### src/rtl/lc3_operand_fetch_pkg.sv
// lc3_operand_fetch_pkg
//   Shared constants for the LC-3 operand-fetch slice: ALU opcodes,
//   instruction field positions and a small opcode classifier.
//   No ports.
package lc3_operand_fetch_pkg;

   localparam logic [3:0] OP_ADD = 4'b0001;
   localparam logic [3:0] OP_AND = 4'b0101;
   localparam logic [3:0] OP_NOT = 4'b1001;

   // Low bit of each register field in the instruction word.
   localparam int DR_LSB  = 9;
   localparam int SR1_LSB = 6;
   localparam int SR2_LSB = 0;
   localparam int IMM_BIT = 5;

   function automatic logic is_alu_op(input logic [3:0] op);
      return (op == OP_ADD) || (op == OP_AND) || (op == OP_NOT);
   endfunction

   // ADD/AND have the imm5 / SR2 operand-b forms; NOT does not.
   function automatic logic has_src2_form(input logic [3:0] op);
      return (op == OP_ADD) || (op == OP_AND);
   endfunction

endpackage

### src/rtl/lc3_operand_fetch_regfile.sv
// lc3_operand_fetch_regfile
//   NREG x DATA_W general register file: two combinational read ports and
//   one write port, with write-through bypass (a read of the register being
//   written this cycle returns the write data). Async reset clears storage.
// Ports
//   clk, rst              clock, async active-high reset
//   i_we/i_waddr/i_wdata  write port
//   i_raddr1/o_rdata1     read port 1
//   i_raddr2/o_rdata2     read port 2
module lc3_operand_fetch_regfile #(
   parameter int DATA_W = 16,
   parameter int NREG   = 8,
   localparam int AW    = $clog2(NREG)
) (
   input  logic              clk,
   input  logic              rst,
   input  logic              i_we,
   input  logic [AW-1:0]     i_waddr,
   input  logic [DATA_W-1:0] i_wdata,
   input  logic [AW-1:0]     i_raddr1,
   output logic [DATA_W-1:0] o_rdata1,
   input  logic [AW-1:0]     i_raddr2,
   output logic [DATA_W-1:0] o_rdata2
);

   logic [DATA_W-1:0] r_mem [NREG];

   always_ff @(posedge clk or posedge rst) begin
      if (rst) begin
         for (int i = 0; i < NREG; i++) r_mem[i] <= '0;
      end else if (i_we) begin
         r_mem[i_waddr] <= i_wdata;
      end
   end

   assign o_rdata1 = (i_we && (i_waddr == i_raddr1)) ? i_wdata : r_mem[i_raddr1];
   assign o_rdata2 = (i_we && (i_waddr == i_raddr2)) ? i_wdata : r_mem[i_raddr2];

endmodule

### src/rtl/lc3_operand_fetch.sv
// lc3_operand_fetch
//   Stage in front of the LC-3 ALU. Decodes ADD/AND/NOT, reads operands from
//   the register file (with write-back bypass), sign-extends imm5, tracks a
//   per-register busy scoreboard and presents a registered result to the ALU.
// Ports
//   clk, rst                       clock, async active-high reset
//   in_valid/in_ready/in_instr     instruction input handshake
//   out_valid/out_ready            ALU output handshake
//   out_a/out_b/out_opcode/out_dr  ALU operands, opcode, destination
//   wb_en/wb_dr/wb_data            register write-back port
//   busy                           scoreboard, bit i = write to Ri outstanding
//
// Handshake: a transfer happens on a rising edge where valid && ready are both
// high. in_ready never looks at in_valid. out_* hold steady while
// out_valid && !out_ready.
module lc3_operand_fetch
   import lc3_operand_fetch_pkg::*;
#(
   parameter int DATA_W = 16,
   parameter int NREG   = 8,
   localparam int AW    = $clog2(NREG)
) (
   input  logic              clk,
   input  logic              rst,
   input  logic              in_valid,
   output logic              in_ready,
   input  logic [15:0]       in_instr,
   output logic              out_valid,
   input  logic              out_ready,
   output logic [DATA_W-1:0] out_a,
   output logic [DATA_W-1:0] out_b,
   output logic [3:0]        out_opcode,
   output logic [AW-1:0]     out_dr,
   input  logic              wb_en,
   input  logic [AW-1:0]     wb_dr,
   input  logic [DATA_W-1:0] wb_data,
   output logic [NREG-1:0]   busy
);

   logic [3:0]        w_opcode;
   logic [AW-1:0]     w_dr, w_sr1, w_sr2;
   logic              w_is_alu, w_use_sr2, w_hazard, w_accept, w_issue;
   logic              w_haz_sr1, w_haz_sr2, w_haz_dr;
   logic [DATA_W-1:0] w_rdata1, w_rdata2, w_b;
   logic [NREG-1:0]   w_busy_nxt;

   logic              r_out_valid;
   logic [DATA_W-1:0] r_out_a, r_out_b;
   logic [3:0]        r_out_opcode;
   logic [AW-1:0]     r_out_dr;
   logic [NREG-1:0]   r_busy;

   assign w_opcode  = in_instr[15:12];
   assign w_dr      = in_instr[DR_LSB +: AW];
   assign w_sr1     = in_instr[SR1_LSB +: AW];
   assign w_sr2     = in_instr[SR2_LSB +: AW];
   assign w_is_alu  = is_alu_op(w_opcode);
   assign w_use_sr2 = has_src2_form(w_opcode) && !in_instr[IMM_BIT];

   lc3_operand_fetch_regfile #(.DATA_W(DATA_W), .NREG(NREG)) u_regfile (
      .clk      (clk),
      .rst      (rst),
      .i_we     (wb_en),
      .i_waddr  (wb_dr),
      .i_wdata  (wb_data),
      .i_raddr1 (w_sr1),
      .o_rdata1 (w_rdata1),
      .i_raddr2 (w_sr2),
      .o_rdata2 (w_rdata2)
   );

   always_comb begin
      w_b = '0;
      if (has_src2_form(w_opcode)) begin
         w_b = in_instr[IMM_BIT] ? {{(DATA_W-5){in_instr[4]}}, in_instr[4:0]} : w_rdata2;
      end
   end

   // A write-back landing this cycle on a busy register resolves its hazard;
   // the bypassed read already carries the new value.
   assign w_haz_sr1 = r_busy[w_sr1] && !(wb_en && (wb_dr == w_sr1));
   assign w_haz_sr2 = r_busy[w_sr2] && !(wb_en && (wb_dr == w_sr2));
   assign w_haz_dr  = r_busy[w_dr]  && !(wb_en && (wb_dr == w_dr));

   // Unsupported opcodes are simply drained, so they never stall.
   assign w_hazard = w_is_alu && (w_haz_sr1 || (w_use_sr2 && w_haz_sr2) || w_haz_dr);

   assign in_ready = !rst && (!r_out_valid || out_ready) && !w_hazard;
   assign w_accept = in_valid && in_ready;
   assign w_issue  = w_accept && w_is_alu;

   // Clear before set: an issue to the register being written back stays busy.
   always_comb begin
      w_busy_nxt = r_busy;
      if (wb_en)   w_busy_nxt[wb_dr] = 1'b0;
      if (w_issue) w_busy_nxt[w_dr]  = 1'b1;
   end

   always_ff @(posedge clk or posedge rst) begin
      if (rst) begin
         r_out_valid  <= 1'b0;
         r_out_a      <= '0;
         r_out_b      <= '0;
         r_out_opcode <= '0;
         r_out_dr     <= '0;
         r_busy       <= '0;
      end else begin
         r_busy <= w_busy_nxt;
         if (w_issue) begin
            r_out_valid  <= 1'b1;
            r_out_a      <= w_rdata1;
            r_out_b      <= w_b;
            r_out_opcode <= w_opcode;
            r_out_dr     <= w_dr;
         end else if (out_ready) begin
            r_out_valid <= 1'b0;
         end
      end
   end

   assign out_valid  = r_out_valid;
   assign out_a      = r_out_a;
   assign out_b      = r_out_b;
   assign out_opcode = r_out_opcode;
   assign out_dr     = r_out_dr;
   assign busy       = r_busy;

endmodule
### config.mk
export PLATFORM = sky130hd
export DESIGN_NAME = lc3_operand_fetch
export DESIGN_NICKNAME = d
export VERILOG_FILES = /design/src/rtl/lc3_operand_fetch_pkg.sv /design/src/rtl/lc3_operand_fetch_regfile.sv /design/src/rtl/lc3_operand_fetch.sv
export SDC_FILE = /design/constraint.sdc
export NUM_CORES = 1
export LEC_CHECK = 0
export ABC_CLOCK_PERIOD_IN_PS = 7300
export CAP_MARGIN = 20
export CORE_MARGIN = 8
export CORE_UTILIZATION = 30
export DETAILED_ROUTE_END_ITERATION = 8
export PLACE_DENSITY = 0.57
export SYNTH_ARGS = -nofsm -noshare
export SYNTH_HDL_FRONTEND = slang
export SYNTH_SLANG_ARGS = --single-unit
### constraint.sdc
create_clock -name clk -period 7.3 [get_ports clk]
set_clock_uncertainty 0.1 [all_clocks]
set_input_delay 1.46 -clock clk [delete_from_list [all_inputs] [get_ports clk]]
set_output_delay 1.46 -clock clk [all_outputs]
set_load 0.03 [all_outputs]
### After elaboration in Yosys (flattened, before gate mapping)

Index checks and enable logic that the tools add are counted.

| storage, ports and cells | value |
|---|---|
| logic and storage cells | 92 |
| input port bits | 40 |
| flip-flop bits (word level) | 176 |
| output and inout port bits | 49 |

| cells by class | value |
|---|---|
| order comparisons | 10 |
| reduce and logical (&&, ||, !) cells | 29 |
| multiplexer cells | 27 |
| equality and inequality tests | 6 |
| bitwise logic cells | 6 |

Operator list:

| cell | count |
|---|---|
| 16-bit 2-to-1 mux | 9 |
| 128-bit bitwise mux | 1 |
| 16-bit binary-select mux with 3-bit select | 2 |
| 16-bit demux with 3-bit select | 1 |
| 1-bit logical AND | 16 |
| 3-bit by 4-bit less-than comparator with 1-bit output (second input constant) | 4 |
| 8-bit 2-to-1 mux | 2 |
| 4-bit >= comparator (second input constant) | 3 |
| 3-bit inverter with 4-bit output | 3 |
| 1-bit binary-select mux with 3-bit select | 3 |
| 3-bit == test | 3 |
| 8-bit bitwise AND | 1 |
| 8-bit inverter | 1 |
| 8-bit OR | 1 |
| 1-bit zero test | 7 |
| 1-bit 2-to-1 mux | 7 |
| 1-bit demux with 3-bit select | 2 |
| 3-bit by 1-bit >= comparator with 1-bit output (second input constant) | 2 |
| 1-bit logical OR | 5 |
| 4-bit by 1-bit == test with 1-bit output (second input constant) | 1 |
| 4-bit by 3-bit == test with 1-bit output (second input constant) | 1 |
| 4-bit == test (second input constant) | 1 |
| 4-bit by 1-bit less-than comparator with 1-bit output (second input constant) | 1 |
| 2-bit nonzero test | 1 |

### Depth between registers and ports, before layout

Gate-level depths: netlist of the first run.

| depth | value |
|---|---|
| depth in word-level cells | 13 |
| depth in mapped cells | 8 |
| mapped depth without buffers | 5 |

### Hierarchy

A second synthesis of the first run with hierarchy kept.

| unflattened totals | value |
|---|---|
| cells, all modules | 662 |
| area total of the unflattened synthesis | 9890.7 µm² |

Modules (own cells, without submodules):

| module | area an instance (µm²) | times used | sequential area each (µm²) | cells each |
|---|---|---|---|---|
| lc3_operand_fetch_regfile | 7468.4 | 1 | 3203.1 | 453 |
| lc3_operand_fetch | 2422.3 | 1 | 1201.2 | 209 |

### Worst setup path after synthesis of the first run

OpenSTA, ideal clock, no wires.

| path | value |
|---|---|
| path kind | input-to-output |
| start | input rst |
| end | output in_ready |
| cell stages on the path | 3 |
| data required time | 5740 ps |
| path buffers | 0 |
| arrival time | 6217 ps |
| path slack | -477 ps |
| cell sequence | inv_1 > o21a_1 > a21boi_0 |

| between the ends | value |
|---|---|
| word-level cells in the longest chain between the ends | 3 |

Ends and longest elaborated chain:

| element | RTL line | RTL |
|---|---|---|
| from (decl) | lc3_operand_fetch.sv:24 | `input logic rst,` |
| 1-bit zero test (no source line) | n/a |  |
| 1-bit logical AND (2 in series) | lc3_operand_fetch.sv:88 | `assign in_ready = !rst && (!r_out_valid \|\| out_ready) && !w_hazard;` |
| to (decl) | lc3_operand_fetch.sv:26 | `output logic in_ready,` |

Every way passes these cells.

### Final worst setup path of the first run

| path | value |
|---|---|
| start | input in_instr[9] |
| end | output in_ready |

| between the ends | value |
|---|---|
| word-level cells in the longest chain between the ends | 8 |
| elaborated cells between the ends (all ways) | 10 |
| those cells by class | 1 x eq/ne; 2 x mux; 7 x reduce/logical |

Ends and longest elaborated chain:

| element | RTL line | RTL |
|---|---|---|
| from (decl) | lc3_operand_fetch.sv:27 | `input logic [15:0] in_instr,` |
| parallel branches: the longest is 3 deep, another holds 1-bit binary-select mux with 3-bit select | n/a |  |
| 1-bit logical AND * | lc3_operand_fetch.sv:83 | `assign w_haz_dr = r_busy[w_dr] && !(wb_en && (wb_dr == w_dr));` |
| 1-bit logical OR * | lc3_operand_fetch.sv:86 | `assign w_hazard = w_is_alu && (w_haz_sr1 \|\| (w_use_sr2 && w_haz_sr2) \|\| w_haz_dr);` |
| 1-bit logical AND * | lc3_operand_fetch.sv:86 |  |
| 1-bit zero test * | lc3_operand_fetch.sv:88 |  |
| 1-bit logical AND * | lc3_operand_fetch.sv:88 |  |

Mark *: on every way between the ends. The select of a mux whose other input is x is not followed.

==> results.py, run 1 <==
metrics = {
    "outcome": {
        "outcome": "finished, final reports clean",
    },
    "finish": {
        "n_antenna_cell": 0,
        "layout.nets": 822,
        "fin_area_mm2": 0.0110,
        "syn2layout_area_growth_pct": 20.3,
        "drive_gt1_frac": 0.297,
        "layoutNonFillerInstCount": 1191,
    },
    "synth": {
        "synth_cells": 709,
        "synth_edf_count": 0,
        "ys_seq_area_frac": 0.481,
        "synthTopCellsByArea": "dfrtp_1 48%, mux4_2 16%, mux2_2 12%",
        "synthAdderAreaFrac": 0,
        "synth_most_common_cell": "dfrtp_1",
        "synth_warnings": 0,
        "synthSimpleGateAreaFrac": 0.0613,
        "synth_nets": 749,
        "netlist.area_leader.share": 0.481,
        "synth_area_mm2": 0.00916,
        "synth_top_family_by_area": "multiplexers",
        "synth_top_area_cell": "dfrtp_1",
        "synthFlopType": "dfrtp_1",
        "synth_xor_area_frac": 0.00861,
        "synth_commonest_cells": "176 x dfrtp_1, 96 x mux2_2, 73 x o21ai_0, 72 x nand2_1, 66 x mux4_2",
        "async_flop_share": 1.00,
        "synth-seq-cells": 176,
        "synth-compound-area-share": 0.0769,
        "synthMuxAreaShare": 0.337,
        "synth_cell_types": 40,
        "syn_area_per_cell_um2": 12.9,
    },
    "placed_design": {
        "dpl_cell_area_mm2": 0.0104,
        "hpwlAfterDp_um": 15900,
        "place_inst": 1159,
        "io_buffers": 88,
        "gp_congestion": 0.760,
    },
    "critical_path": {
        "start_kind": "input pin",
        "path_cells": "clkdlybuf4s50_1 -> mux2_2 -> mux4_2 -> a32oi_2 -> nand2_1 -> a21boi_0 -> clkdlybuf4s50_1",
        "cp_max_fo": 14,
        "crit_family": "buffers and inverters",
        "critPathSlowestCell": "clkdlybuf4s50_1",
        "ff2ff_setup_slack_ns": 4.37,
        "crit_top_cell": "clkdlybuf4s50_1",
        "required_ns": 5.74,
        "cp.arrival_ns": 4.35,
        "critPathBufInv": 2,
        "critPathKind": "input pin to primary output",
        "timing.critical_path.slowest_cell_delay_ns": 0.80,
        "end_kind": "primary output",
    },
    "routing": {
        "routed.top_layer": "met5",
        "drc_errors": 0,
        "wl_per_cell_um": 20.9,
        "viasPerCell": 5.05,
        "num_vias": 6010,
        "route.met3.wl_um": 1280,
        "routed_wirelength_um": 24800,
        "met2WireLength_um": 12100,
        "wl_met1_um": 11100,
        "first_pass_iters": 5,
        "first_iter_violations": 414,
        "ant_nets": 0,
    },
    "floorplan": {
        "core_mm2": 0.0303,
        "boundaryPins": 89,
        "row_count": 64,
        "die_w_um": 191,
        "die-area_mm2": 0.0364,
        "start_util": 0.302,
        "die_h_um": 191,
    },
    "grt": {
        "grt_overflow_total": 0,
        "grt_max_degree": 76,
        "grt_pass1_vias": 6306,
        "grt_pass1_wl_um": 38200,
        "track_usage": 0.137,
        "antenna_found_initial": 1,
    },
    "power": {
        "powerDensity_mw_per_mm2": 275,
        "ir_worst_vdd_mv": 0.164,
        "leakagePower_uw": 0.00464,
    },
    "clock_tree": {
        "postCtsHoldBufs": 0,
        "cts_made_buffers": 17,
        "root_buffer": "clkbuf_16",
        "cts.clk_slew.worst_paths_ns": 0.07,
        "post_cts_buffers": 0,
        "clk_latency_ns": 0.43,
        "cts_resized": 0,
        "htree_levels": 4,
        "cts_tree": "built",
        "cts_max_path_buffers": 2,
        "clock-sinks": 176,
    },
    "sta": {
        "tightestPinTransition_ns": 1.10,
        "fin_tns_setup_ns": 0,
        "setup_viol": 0,
        "finalMaxSlewViolations": 0,
        "rsz0062_at_grt": "no",
        "post-route-period-util": 0.810,
        "max_slew_margin": 0.261,
        "finalHoldViolations": 0,
        "fmax_ghz": 0.169,
        "period_needed_ns": 5.91,
    },
    "worst_hold_path": {
        "hold_class": "flip-flop to flip-flop",
    },
    "job": {
        "max_cap_violations": 0,
    },
}
==> logic make-up (layout without fill, tap and decap cells) <==
group | count (synthesis) | in the layout
compound gates | 118 | 118
xor+xnor | 9 | 9
buf+inv | 76 | 162
flops | 176 | 176
mux | 209 | 209
simple gates | 121 | 121
==> final timing paths <==
path / from / to / depth (start not counted)
setup / recovery: in_instr[9] / in_ready / 7
max in group asynchronous: rst / u_regfile.r_mem[112] / 4
hold reg to reg: out_opcode[0] / out_opcode[0] / 1
hold / removal: out_opcode[0] / out_opcode[0] / 1
min in group asynchronous: rst / out_a[11] / 2
setup reg to reg: busy[7] / out_b[1] / 6
==> where the power goes <==
| part | switching [µW] | leakage [µW] | internal [µW] |
|---|---|---|---|
| Sequential | 137 | 0.00221 | 1180 |
| Clock | 400 | 0.000280 | 518 |
| Combinational | 371 | 0.00215 | 427 |
==> area by class of cell <==
| cell class | instances | area (µm²) |
|---|---|---|
| Tap cell | 396 | 495 |
| Clock inverter | 11 | 131 |
| Fill cell | 2926 | 19300 |
| Inverter | 22 | 86.3 |
| Sequential cell | 176 | 4400 |
| Timing Repair Buffer | 108 | 1010 |
| Multi-Input combinational cell | 457 | 4440 |
| Clock buffer | 21 | 450 |
==> per-layer routing <==
metal,vias to the layer above,GRT usage
met5,-,0
met1,3077,0.179
met3,35,0.0271
li1,2771,-
met4,2,0.0388
met2,125,0.227
==> layout by cell type (no fill, tap or decap), drive strengths merged, types with 4 or more instances in the layout <==
cell type,synthesis,layout
dfrtp,176,176
mux2,106,106
clkdlybuf4s50,0,84
o21ai,73,73
nand2,72,72
mux4,66,66
mux2i,37,37
inv,22,24
buf,26,24
clkbuf,28,21
nor2,19,19
a21oi,17,17
a221oi,16,16
xnor2,9,9
nand4,5,5
nand2b,5,5
clkinv,0,4
==> flip-flops by register name (all words and copies together), names as in the netlist <==
register and flops:
u_regfile.r_mem 128, out_a 16, out_b 16, busy 8
out_opcode 4, out_dr 3, out_valid 1
==> per-stage QoR <==
step                hold slack (ns)  total power [µW]  setup WS (ns)  utilization
floorplan                     0.361              1860           1.15            -
global placement              0.350              2130           1.43        0.344
detailed placement            0.359              2140           1.42        0.344
CTS                           0.376              3070           1.41        0.363
global route                  0.403              3180           1.24        0.363
finish                        0.369              3030           1.39        0.363
(Power assumes the default switching activity.)
==> inputs of run 2 (changes only) <==
--- a/config.mk
+++ b/config.mk
@@ -5,7 +5,7 @@
 export SDC_FILE = /design/constraint.sdc
 export NUM_CORES = 1
 export LEC_CHECK = 0
-export ABC_CLOCK_PERIOD_IN_PS = 7300
+export ABC_CLOCK_PERIOD_IN_PS = 5100
 export CAP_MARGIN = 20
 export CORE_MARGIN = 8
 export CORE_UTILIZATION = 30
==> constraint.sdc (replaced) <==
create_clock -name clk -period 5.1 [get_ports clk]
set_clock_uncertainty 0.1 [all_clocks]
set_input_delay 1.02 -clock clk [delete_from_list [all_inputs] [get_ports clk]]
set_output_delay 1.02 -clock clk [all_outputs]
set_load 0.03 [all_outputs]
==> results.py, run 2 (synthesis results as in run 1) <==
metrics = {
    "grt": {
        "met2_usage": 0.231,
        "use_met1": 0.180,
        "grt_pass1_vias": 6212,
        "grt_overflow_total": 0,
        "antenna_found_initial": 1,
        "grt_max_degree": 74,
        "grt_use_met3": 0.0346,
        "grt_busiest_layer": "met2",
        "track_usage": 0.138,
        "grt_pass1_wl_um": 38300,
    },
    "clock_tree": {
        "clk_latency_ns": 0.43,
        "root_buffer": "clkbuf_16",
        "cts.clk_slew.worst_paths_ns": 0.07,
        "cts_made_buffers": 17,
        "htree_levels": 4,
        "cts_resized": 0,
        "clock-sinks": 176,
        "postCtsHoldBufs": 0,
        "cts_tree": "built",
        "cts_max_path_buffers": 2,
        "post_cts_buffers": 0,
    },
    "placed_design": {
        "place_inst": 1165,
        "dpl_cell_area_mm2": 0.0105,
        "hpwlAfterDp_um": 16200,
        "io_buffers": 88,
        "gp_congestion": 0.754,
        "dp_slack_ns": 0.654,
    },
    "routing": {
        "wl_per_cell_um": 20.8,
        "num_vias": 6075,
        "first_pass_iters": 4,
        "first_iter_violations": 388,
        "viasPerCell": 5.08,
        "ant_nets": 0,
        "routed_wirelength_um": 24900,
        "drc_errors": 0,
    },
    "finish": {
        "layout.nets": 828,
        "layoutNonFillerInstCount": 1196,
        "largest_reg_flops": 128,
        "drive_gt1_frac": 0.308,
        "layout_commonest_cell": "dfrtp_1",
        "regMostFlops": "u_regfile.r_mem",
        "syn2layout_area_growth_pct": 20.8,
        "nFillCells": 2978,
        "multi_input_area_mm2": 0.00445,
        "n_antenna_cell": 0,
        "fin_area_mm2": 0.0111,
        "mostFrequentLayoutCells": "176 x dfrtp_1, 96 x mux2_2, 83 x clkdlybuf4s50_1",
        "regArea_mm2": 0.00440,
    },
    "critical_path": {
        "cp_max_fo": 14,
        "required_ns": 3.98,
        "critPathKind": "input pin to primary output",
        "r2r_cells": 6,
        "start_kind": "input pin",
        "cp.arrival_ns": 3.32,
        "end_kind": "primary output",
    },
    "sta": {
        "finalMaxSlewViolations": 0,
        "finalHoldViolations": 0,
        "rsz0062_at_grt": "no",
        "fmax_ghz": 0.225,
        "max_slew_margin": 0.343,
        "setup_viol": 0,
        "worst_slack_ns": 0.656,
        "tightestPinTransition_ns": 0.981,
        "period_needed_ns": 4.44,
        "post-route-period-util": 0.871,
    },
    "outcome": {
        "outcome": "finished, final reports clean",
    },
    "floorplan": {
        "row_count": 64,
        "start_util": 0.302,
        "die_h_um": 191,
        "die-area_mm2": 0.0364,
        "boundaryPins": 89,
        "die_w_um": 191,
        "core_mm2": 0.0303,
    },
    "job": {
        "max_cap_violations": 0,
    },
    "power": {
        "ir_worst_vdd_mv": 0.241,
        "leakagePower_uw": 0.00468,
        "powerDensity_mw_per_mm2": 389,
    },
    "worst_hold_path": {
        "holdPathStages": 1,
        "hold_class": "flip-flop to flip-flop",
    },
}
-- run 2: cell type report --
| class | instances | area share |
|---|---|---|
| inverter | 22 | 0.00780 |
| tap | 396 | 0.0448 |
| clock inverter | 12 | 0.00984 |
| multi-input combinational | 457 | 0.402 |
| clock buffer | 19 | 0.0409 |
| timing repair buffer | 114 | 0.0964 |
| sequential | 176 | 0.398 |
-- run 2: per-stage QoR --
step / hold WS (ns) / power [µW] / TNS (ns) / utilization
finish: 0.370 / 4300 / 0 / 0.365
global route: 0.416 / 4520 / 0 / 0.365
CTS: 0.379 / 4350 / 0 / 0.365
detailed placement: 0.362 / 3070 / 0 / 0.346
global placement: 0.354 / 3040 / 0 / 0.346
floorplan: 0.361 / 2660 / -0.0949 / -
-- run 2: path summary, 6_finish.rpt --
check / slack, ns / startpoint / endpoint
max in group asynchronous: 2.95 / rst / u_regfile.r_mem[50]
worst max register to register: 2.73 / busy[7] / out_b[5]
worst min-delay path: 0.37 / out_opcode[0] / out_opcode[0]
worst min register to register: 0.37 / out_opcode[0] / out_opcode[0]
worst max-delay path: 0.66 / in_instr[9] / in_ready
min in group asynchronous: 1.19 / rst / u_regfile.r_mem[11]
-- run 2: power breakdown --
part	total (µW)	switching, µW	leakage [µW]	internal (µW)
Clock	1270	570	0.000276	699
Sequential	1880	195	0.00221	1690
Combinational	1150	531	0.00219	614
-- run 2: layer usage --
metal	up-vias	routed length, µm	part of all wire
met4	2	172	0.0069
met3	16	1320	0.053
met1	3152	10900	0.44
met2	121	12500	0.50
met5	-	13	0.00052
li1	2784	-	-
-- run 2: worst max-delay path: stages --
cell and delay, ns:
clkdlybuf4s50_1 0.78, mux2_2 0.39, mux4_2 0.47, a32oi_2 0.21
nand2_1 0.13, a21boi_4 0.15, buf_4 0.17
==> inputs of run 3 (changes only) <==
--- a/config.mk
+++ b/config.mk
@@ -5,12 +5,13 @@
 export SDC_FILE = /design/constraint.sdc
 export NUM_CORES = 1
 export LEC_CHECK = 0
-export ABC_CLOCK_PERIOD_IN_PS = 5100
+export ABC_CLOCK_PERIOD_IN_PS = 4100
 export CAP_MARGIN = 20
 export CORE_MARGIN = 8
 export CORE_UTILIZATION = 30
+export CTS_CLUSTER_DIAMETER = 50
 export DETAILED_ROUTE_END_ITERATION = 8
-export PLACE_DENSITY = 0.57
+export PLACE_DENSITY = 0.55
 export SYNTH_ARGS = -nofsm -noshare
 export SYNTH_HDL_FRONTEND = slang
 export SYNTH_SLANG_ARGS = --single-unit
==> constraint.sdc (replaced) <==
create_clock -name clk -period 4.1 [get_ports clk]
set_clock_uncertainty 0.1 [all_clocks]
set_input_delay 0.82 -clock clk [delete_from_list [all_inputs] [get_ports clk]]
set_output_delay 0.82 -clock clk [all_outputs]
set_load 0.03 [all_outputs]
==> results.py, run 3 (synthesis results as in run 1) <==
metrics = {
    "sta": {
        "fin_tns_setup_ns": 0,
        "max_slew_margin": 0.387,
        "rsz0062_at_grt": "no",
        "tightestPinTransition_ns": 0.920,
        "period_needed_ns": 3.93,
        "fmax_ghz": 0.255,
        "finalHoldViolations": 0,
        "worst_slack_ns": 0.175,
        "setup_viol": 0,
        "finalMaxSlewViolations": 0,
        "post-route-period-util": 0.957,
    },
    "finish": {
        "layout.nets": 841,
        "fin_area_mm2": 0.0113,
        "regArea_mm2": 0.00440,
        "drive_gt1_frac": 0.317,
        "regMostFlops": "u_regfile.r_mem",
        "n_antenna_cell": 0,
        "multi_input_area_mm2": 0.00453,
        "layoutNonFillerInstCount": 1210,
        "largest_reg_flops": 128,
        "syn2layout_area_growth_pct": 23.4,
        "nFillCells": 2894,
        "layout_commonest_cell": "dfrtp_1",
        "mostFrequentLayoutCells": "176 x dfrtp_1, 83 x clkdlybuf4s50_1, 76 x mux2_2",
    },
    "routing": {
        "first_iter_violations": 388,
        "drc_errors": 0,
        "first_pass_iters": 4,
        "routed_wirelength_um": 25200,
        "ant_nets": 0,
        "num_vias": 6122,
        "wl_per_cell_um": 20.8,
        "viasPerCell": 5.06,
    },
    "grt": {
        "use_met1": 0.198,
        "grt_busiest_layer": "met2",
        "track_usage": 0.144,
        "met2_usage": 0.223,
        "grt_pass1_vias": 6513,
        "grt_max_degree": 154,
        "grt_use_met3": 0.0338,
        "grt_overflow_total": 0,
        "antenna_found_initial": 1,
        "grt_pass1_wl_um": 40200,
    },
    "clock_tree": {
        "root_buffer": "clkbuf_16",
        "cts_tree": "built",
        "htree_levels": 4,
        "clock-sinks": 176,
        "post_cts_buffers": 0,
        "cts_max_path_buffers": 2,
        "cts_resized": 0,
        "postCtsHoldBufs": 0,
        "cts_made_buffers": 17,
        "cts.clk_slew.worst_paths_ns": 0.07,
        "clk_latency_ns": 0.43,
    },
    "critical_path": {
        "timing.critical_path.slowest_cell_delay_ns": 0.62,
        "cp-startpoint": "in_instr[9]",
        "critPathSlowestCell": "clkdlybuf4s50_1",
        "critPathKind": "input pin to primary output",
        "cp.arrival_ns": 3.01,
        "end_kind": "primary output",
        "critPathBufInv": 2,
        "required_ns": 3.18,
        "cp_max_fo": 6,
        "path_cells": "clkdlybuf4s50_1 -> mux2_2 -> mux4_2 -> a32oi_2 -> nand2_1 -> a21boi_4 -> buf_4",
        "crit_family": "multiplexers",
        "r2r-start": "busy[7]",
        "start_kind": "input pin",
    },
    "placed_design": {
        "place_inst": 1178,
        "dpl_cell_area_mm2": 0.0107,
        "gp_congestion": 0.792,
        "io_buffers": 88,
        "hpwlAfterDp_um": 16700,
        "dp_slack_ns": 0.186,
    },
    "power": {
        "leakagePower_uw": 0.00485,
        "powerDensity_mw_per_mm2": 479,
        "ir_worst_vdd_mv": 0.240,
    },
    "floorplan": {
        "core_mm2": 0.0303,
        "die-area_mm2": 0.0364,
        "row_count": 64,
        "start_util": 0.302,
        "die_w_um": 191,
        "boundaryPins": 89,
        "die_h_um": 191,
    },
    "job": {
        "max_cap_violations": 0,
    },
    "outcome": {
        "outcome": "finished, final reports clean",
    },
    "worst_hold_path": {
        "hold_class": "flip-flop to flip-flop",
        "hp-start": "out_opcode[0]",
    },
}
## run 3: path summary, 6_finish.rpt
path | depth (start not counted) | endpoint | slack (ns)
min in group asynchronous | 3 | out_b[4] | 0.74
worst min-delay path | 1 | out_opcode[0] | 0.37
worst max-delay path | 7 | in_ready | 0.17
worst max register to register | 6 | out_b[12] | 1.50
max in group asynchronous | 4 | u_regfile.r_mem[30] | 1.94
worst min register to register | 1 | out_opcode[0] | 0.37
## run 3: metrics by stage
| step | util | hold WS, ns | power [µW] |
|---|---|---|---|
| floorplan | - | 0.361 | 3350 |
| global placement | 0.353 | 0.352 | 3840 |
| detailed placement | 0.353 | 0.356 | 3870 |
| CTS | 0.372 | 0.373 | 5480 |
| global route | 0.372 | 0.391 | 5700 |
| finish | 0.372 | 0.375 | 5410 |
## run 3: power breakdown
part	internal, µW	switching [µW]	leakage (µW)	total [µW]
Combinational	806	668	0.00236	1470
Sequential	2100	249	0.00221	2350
Clock	889	697	0.000276	1590
## run 3: worst register-to-register path: stages (launching register included)
cell and delay (ns):
dfrtp_1 0.44, mux2_1 0.31, mux4_2 0.48, a32oi_2 0.24
nand3_4 0.31, buf_12 0.28, mux2_4 0.33
## run 3: cell type report
type                    instances  area share
flip-flops and latches        176       0.390
clock buffers                  21      0.0416
well taps                     396      0.0438
clock inverters                11     0.00941
repair buffers                127       0.107
multi-input cells             457       0.401
inverters                      22     0.00764
## run 3: routing by layer
metal	wire [µm]	up-vias
met5	10	-
met4	347	2
met3	1460	20
met2	11600	155
met1	11800	3127
li1	-	2818
